File: config.mk
export PLATFORM = sky130hd
export DESIGN_NAME = booth_r4_mult_param
export DESIGN_NICKNAME = d
export VERILOG_FILES = /design/src/rtl/booth_r4_mult_param.sv
export SDC_FILE = /design/constraint.sdc
export NUM_CORES = 1
export LEC_CHECK = 0
export CAP_MARGIN = 10
export CORE_UTILIZATION = 50
export DETAILED_ROUTE_END_ITERATION = 7
export PLACE_DENSITY = 0.85
export SLEW_MARGIN = 40
export SYNTH_ARGS = -nofsm -noshare
export SYNTH_HDL_FRONTEND = slang
export SYNTH_SLANG_ARGS = --single-unit
File: constraint.sdc
create_clock -name clk -period 6.85 [get_ports clk]
set_input_delay 1.0275 -clock clk [delete_from_list [all_inputs] [get_ports clk]]
set_output_delay 1.0275 -clock clk [all_outputs]
set_load 0.1 [all_outputs]
File: src/rtl/booth_r4_mult_param.sv
// booth_r4_mult_param
//   Radix-4 Booth sequential multiplier with WIDTH-bit operands and a
//   start/busy/done handshake. A runtime is_signed flag selects two's-complement
//   or unsigned operands. One multiply is in flight at a time. The product
//   register holds its value until the next accepted start.
//
//   Optional feature, selected by the macro BOOTH_R4_EARLY_TERM_EN:
//   when the macro is defined, the unit stops as soon as every remaining
//   recode is zero. When it is undefined, the latency is a fixed WIDTH/2+1 steps.
module booth_r4_mult_param #(
  parameter int WIDTH = 16
) (
  input  logic               clk,
  input  logic               rst,
  input  logic               start,
  input  logic               is_signed,
  input  logic [WIDTH-1:0]   multiplicand,
  input  logic [WIDTH-1:0]   multiplier,
  output logic               busy,
  output logic               done,
  output logic [2*WIDTH-1:0] product
);

  // N steps consume the WIDTH+2-bit extended multiplier two bits at a time;
  // the extra step lets unsigned operands with MSB set come out exact.
  localparam int N   = WIDTH / 2 + 1;
  localparam int CW  = $clog2(N + 1);
  localparam int AW  = WIDTH + 3;       // accumulator / multiplicand width
  localparam int QW  = WIDTH + 2;       // extended multiplier width
  localparam int SW  = AW + QW + 1;     // {A, Q, q_m1}
  localparam int PW  = 2 * WIDTH;

  generate
    if (WIDTH < 4 || (WIDTH % 2) != 0) begin : g_bad_width
      $error("booth_r4_mult_param: WIDTH must be even and >= 4");
    end
  endgenerate

  typedef enum logic [1:0] {
    S_IDLE = 2'd0,
    S_RUN  = 2'd1,
    S_DONE = 2'd2
  } state_t;

  state_t          state_q, state_d;
  logic [AW-1:0]   a_q, a_d;
  logic [QW-1:0]   q_q, q_d;
  logic            qm1_q, qm1_d;
  logic [AW-1:0]   m_q, m_d;
  logic [CW-1:0]   cnt_q, cnt_d;
  logic [PW-1:0]   product_q, product_d;

  // Datapath intermediates
  logic [AW-1:0]   addend;
  logic [AW-1:0]   a_sum;
  logic [SW-1:0]   shifted;
  logic            last_step;
  logic            finish_step;
  logic [PW-1:0]   final_product;
  logic [QW-1:0]   q_ext;
  logic [AW-1:0]   m_ext;

  // Sign- or zero-extend the operands so that both modes share one signed datapath
  always_comb begin
    q_ext = {2'b00, multiplier};
    m_ext = {3'b000, multiplicand};
    if (is_signed) begin
      q_ext = {{2{multiplier[WIDTH-1]}}, multiplier};
      m_ext = {{3{multiplicand[WIDTH-1]}}, multiplicand};
    end
  end

  // Radix-4 Booth recode of {Q[1], Q[0], q_m1} into a signed multiple of M
  always_comb begin
    addend = '0;
    case ({q_q[1:0], qm1_q})
      3'b001, 3'b010: addend = m_q;
      3'b011:         addend = m_q << 1;
      3'b100:         addend = -(m_q << 1);
      3'b101, 3'b110: addend = -m_q;
      default:        addend = '0;
    endcase
  end

  // Add the recoded multiple and arithmetic-shift {A, Q, q_m1} right by two
  assign a_sum     = a_q + addend;
  assign shifted   = $signed({a_sum, q_q, qm1_q}) >>> 2;
  assign last_step = (cnt_q == CW'(1));

`ifdef BOOTH_R4_EARLY_TERM_EN
  // Early exit: after this step, 2*(cnt_q-1) multiplier bits remain
  // unconsumed in the low end of Q. When those bits and q_m1 all agree,
  // every remaining recode is zero. The remaining steps then reduce to a
  // pure arithmetic shift of {A, Q}.
  localparam int RBW = CW + 1;
  logic [CW-1:0]  rem_steps;
  logic [RBW-1:0] rem_bits;
  logic [QW-1:0]  bit_ok;
  logic [SW-2:0]  aq_shifted;
  logic           early_exit;

  assign rem_steps = cnt_q - CW'(1);
  assign rem_bits  = {rem_steps, 1'b0};

  genvar gi;
  generate
    for (gi = 0; gi < QW; gi++) begin : g_rem_chk
      // Bit gi of the shifted Q is still unconsumed when gi < rem_bits
      assign bit_ok[gi] = (RBW'(gi) >= rem_bits) || (shifted[gi+1] == shifted[0]);
    end
  endgenerate

  assign early_exit    = &bit_ok;
  assign aq_shifted    = $signed(shifted[SW-1:1]) >>> rem_bits;
  assign finish_step   = last_step | early_exit;
  assign final_product = aq_shifted[PW-1:0];
`else
  // Fixed latency: the product is taken only on the last of N steps
  assign finish_step   = last_step;
  assign final_product = shifted[PW:1];
`endif

  // Next-state logic for the FSM and the datapath registers
  always_comb begin
    state_d   = state_q;
    a_d       = a_q;
    q_d       = q_q;
    qm1_d     = qm1_q;
    m_d       = m_q;
    cnt_d     = cnt_q;
    product_d = product_q;
    case (state_q)
      S_IDLE, S_DONE: begin
        if (start) begin
          // Accept: load operands and leave the product register untouched
          a_d     = '0;
          q_d     = q_ext;
          qm1_d   = 1'b0;
          m_d     = m_ext;
          cnt_d   = CW'(N);
          state_d = S_RUN;
        end else begin
          state_d = S_IDLE;
        end
      end
      S_RUN: begin
        // start is ignored here; one Booth step per cycle
        a_d   = shifted[SW-1:QW+1];
        q_d   = shifted[QW:1];
        qm1_d = shifted[0];
        cnt_d = cnt_q - CW'(1);
        if (finish_step) begin
          product_d = final_product;
          state_d   = S_DONE;
        end
      end
      default: state_d = S_IDLE;
    endcase
  end

  // State and datapath registers; async reset aborts any op in flight
  always_ff @(posedge clk or posedge rst) begin
    if (rst) begin
      state_q   <= S_IDLE;
      a_q       <= '0;
      q_q       <= '0;
      qm1_q     <= 1'b0;
      m_q       <= '0;
      cnt_q     <= '0;
      product_q <= '0;
    end else begin
      state_q   <= state_d;
      a_q       <= a_d;
      q_q       <= q_d;
      qm1_q     <= qm1_d;
      m_q       <= m_d;
      cnt_q     <= cnt_d;
      product_q <= product_d;
    end
  end

  assign busy    = (state_q == S_RUN);
  assign done    = (state_q == S_DONE);
  assign product = product_q;

endmodule

# Word-level counts from Yosys, hierarchy flattened
# Cells that the tools add are included.
# word_totals
reg_bits	95
inputBits	36
out_inout_bits	34
wordCells	44
# classes
addsub	4
n_eq_ne	11
n_mux	14
n_reduce_logical	8
# op_table
op	count
$pmux W19 S4	1
$mux W19	2
$neg A19 Y19	2
$pmux W19 S2	1
$mux W18	2
$pmux W18 S2	1
$add A19 B19 Y19	1
$eq A3 B3 Y1 const B	3
$pmux W4 S2	1
$eq A3 B2 Y1 const B	2
$reduce_and A2 Y1	3
$reduce_or A2 Y1	3
$eq A4 B1 Y1 const B	1
$mux W4	1
$pmux W2 S2	1
$sub A4 B1 Y4 const B	1
$eq A3 B1 Y1 const B	1
$eq A2 B1 Y1 const B	1
$eq A2 B2 Y1 const B	1
$logic_not A2 Y1	1
$mux W1	2
$mux W2	1
$ne A2 B1 Y1 const B	1
$ne A2 B2 Y1 const B	1
2 further kinds	2

# Depth between registers and ports, before layout
# depth
depth_word	5
mapped_depth	18
mapped_depth_nobuf	17

# Worst setup path after synthesis
# Ideal clock, no wire load.
# synth_path
kind	register -> register
start	register m_q[0]
end	register a_q[15]
setup_ns	0.069
arrival_ns	3.813
t_required_ns	6.781
setup_slack_ns	2.968
path_stages_with_launch	18
synth_period_minus_slack_ns	3.882
cell_sequence	dfrtp_1 -> inv_1 -> ha_1 -> nor4b_1 -> nand2_1 -> or3_1 -> xor2_1 -> mux2i_1 -> a2bb2oi_1 -> a21oi_1 -> ha_1 -> a21o_1 -> a21oi_1 -> o211ai_1 -> a21oi_1 -> o22ai_1 -> or4b_2 -> nand3_1
# synth_between
elab_chain_cells	4
# synth_rtl
element	line_no	rtl
start: declaration	49	logic [AW-1:0] m_q, m_d;
start signal: assignment	176	m_q <= m_d;
$neg A19 Y19, on equally long branches	80, 79	
$pmux W19 S4 (*)	76	case ({q_q[1:0], qm1_q})
$add A19 B19 Y19 (*)	86	assign a_sum = a_q + addend;
$pmux W19 S2 (*)	132	case (state_q)
end signal: assignment	165	a_q <= '0;
end signal: assignment	173	a_q <= a_d;
end: declaration	46	logic [AW-1:0] a_q, a_d;
# Every way passes the cells marked *; elsewhere a longest branch is shown, timed or not.
# A chain may end at the register's enable or synchronous reset.

# Worst setup path after layout
# Ends and elaborated chain as after synthesis.

==> qor.txt <==
Status: finished clean
GR Overflow Total: 0
Commonest non-fill, non-tap cells in the layout: nand2_1 (194), dfrtp_1 (89), a21oi_1 (36)
Unique cell type count in the Yosys netlist: 56
Drt initial violations: 410
Later-pin clock latency in the skew report: 0.38 ns
Yosys Warn Count: 0
CP max FO: 5
Min-delay worst type: reg -> reg
Fin cells: 837
Area growth syn-to-layout: 13.6%
Routed vias: 4868
Register area share after synthesis: 41.7%
RR Startpoint: m_q[0]$_DFFE_PP0P_
Initial core utilization: 52.2%
Vias in the first global route: 4729
DRT Pass-1 Iters: 7
Diodes inserted: 0
Clock slew at reported path FFs: 0.10 ns
Site Rows: 37
Measured slew at the worst slew-check pin: 0.819 ns
Post-CTS sizing: 0
Final setup fails: 0
Area of the core: 0.0105 mm2
Startpoint types: flop
Worst setup path startpoint: m_q[0]$_DFFE_PP0P_
Number of enable flip-flop cells after synthesis: 0
CTS root buf: clkbuf_8
Synth Cell Area: 0.00547 mm2
# Max-Cap Violations: 0
Nets@finish: 754
Post-route clock period utilization: 68.5%
Syn_nets: 716
Worst Clk Skew: 0.0172 ns
Die Span Y: 107 um
RSZ-0062 raised after global routing: false
H-tree depth: 3
Hold_sp: product[11]$_DFFE_PP0P_
DP HPWL: 9610 um
Die footprint: 0.0114 mm2
Req. time, crit path: 7.16 ns
Slew Viols, Final: 0
I/O Pins: 70
Placed instance count: 821
First-pass GRT wire length: 22500 um
Total GRT Usage: 25.3%
PortBufs: 69
Share of cells above drive strength 1: 10.3%
Slew headroom: 44.6%
Syn_area_per_cell: 8.31 um2
Final WL: 13700 um
CTS tree: built
Postcts setup bufs: 0
Hold buffers post-CTS: 0
CP Class: reg -> reg
Ys async rst share: 100%
Gate Count Post-Synth: 658
Hold Vio Cnt, Final: 0
Min Tclk post-route: 4.69 ns
Antenna violations before repair: 0
Ys flop type: dfrtp_1
Post-route setup TNS: 0 ns
Peak Freq: 213 MHz
WL/cell: 16.4 um
Crit. End Element: flop
Most common cell after layout, fill and taps aside: nand2_1
Post-route ant nets: 0
Pin count of the biggest net entering global routing: 91
Final RePlAce weighted congestion: 0.922
CTS Buf Count: 9
Die X: 107 um
DRC Markers: 0
Worst-case clock buffer depth: 2
CTS sink cnt: 91
Vias per cell: 5.82
FF+latch count, synth: 91
Critical path data arrival time: 5.00 ns
## logic make-up after synthesis
| group | after synthesis | synth area share, % |
|---|---|---|
| simple gates | 284 | 22.8 |
| mux | 7 | 1.40 |
| buf+inv | 60 | 4.33 |
| xor+xnor | 32 | 5.13 |
| flops | 91 | 41.7 |
| fa+ha+maj | 22 | 5.17 |
| compound gates | 162 | 19.5 |
## worst max-delay path, stage by stage, from the launching register on
cell,delay [ns]
dfrtp_1,0.44
inv_1,0.10
ha_1,0.22
nor4b_1,0.69
nand2_1,0.21
or3_1,0.36
xor2_1,0.26
mux2i_1,0.11
a2bb2oi_1,0.14
a21oi_1,0.19
ha_1,0.31
a21o_1,0.20
a21oi_1,0.20
o211ai_1,0.15
a21oi_1,0.17
o22ai_1,0.10
or4b_2,0.64
nand3_1,0.11
## final cells by class
class / instances / area [um2]
fill: 934 / 4250
multi-input combinational: 507 / 2960
sequential: 91 / 2280
inverter: 13 / 50.0
clock inverter: 2 / 17.5
clock buffer: 14 / 173
timing repair buffer: 74 / 564
tap: 136 / 170
## synthesized netlist by cell type, types with 3 or more instances
cell type	instances	area share [%]
o21a_1	4	0.55
a211oi_1	4	0.55
a31oi_1	9	1.0
nand3_1	13	1.2
a21oi_1	36	3.3
nand4_1	6	0.69
clkbuf_1	41	2.8
nor2_1	22	1.5
xnor2_1	20	3.2
o211ai_1	5	0.69
nor3_1	18	1.6
a22o_1	18	2.9
xor2_1	12	1.9
buf_2	3	0.27
a221oi_1	3	0.48
o21ai_0	32	2.9
nand2b_1	5	0.57
a221o_1	3	0.55
mux2_2	5	1.0
o22ai_1	9	1.0
nand2_1	194	13
nor2b_1	4	0.46
dfrtp_1	91	42
a21o_1	12	1.6
inv_1	11	0.76
ha_1	21	4.8
a22oi_1	17	2.3
## state kept, by name, summed over array words and instances (netlist names)
name     flops
m_q         17
qm1_q        1
product     32
q_q         18
cnt_q        4
state_q      2
a_q         17
## path summary, 6_finish.rpt
check / endpoint / slack (ns) / cells past startpoint
worst max-delay path: a_q[15]$_DFFE_PP0P_ / 2.16 / 17
worst min-delay path: product[11]$_DFFE_PP0P_ / 0.47 / 2
worst max register to register: a_q[15]$_DFFE_PP0P_ / 2.16 / 17
worst min register to register: product[11]$_DFFE_PP0P_ / 0.47 / 2
max in group asynchronous: q_q[1]$_DFFE_PP0P_ / 5.13 / 3
min in group asynchronous: product[9]$_DFFE_PP0P_ / 0.80 / 2
## per-stage QoR
| step | setup WS, ns | utilization (%) | cell area [um2] | hold slack, ns |
|---|---|---|---|---|
| 6_report | 2.16 | 59.4 | 6210 | 0.474 |
| 5_1_grt | 1.80 | 59.4 | 6210 | 0.503 |
| 4_1_cts | 2.20 | 59.3 | 6210 | 0.480 |
| 3_5_place_dp | 2.25 | 57.5 | 6020 | 0.456 |
| 3_3_place_gp | 2.22 | 59.1 | 6180 | 0.459 |
| 2_1_floorplan | 2.97 | - | 5470 | 0.456 |
## per-layer routing
metal	vias up	GRT usage, %	share of wire, %
met4	0	11.7	3.4
met1	2285	32.9	44
met2	183	40.3	47
met3	39	5.33	5.9
li1	2361	-	-
met5	-	0	0
Power is not shown: default switching activity piles up to over one toggle a cycle in this logic, so the estimate is an artifact.
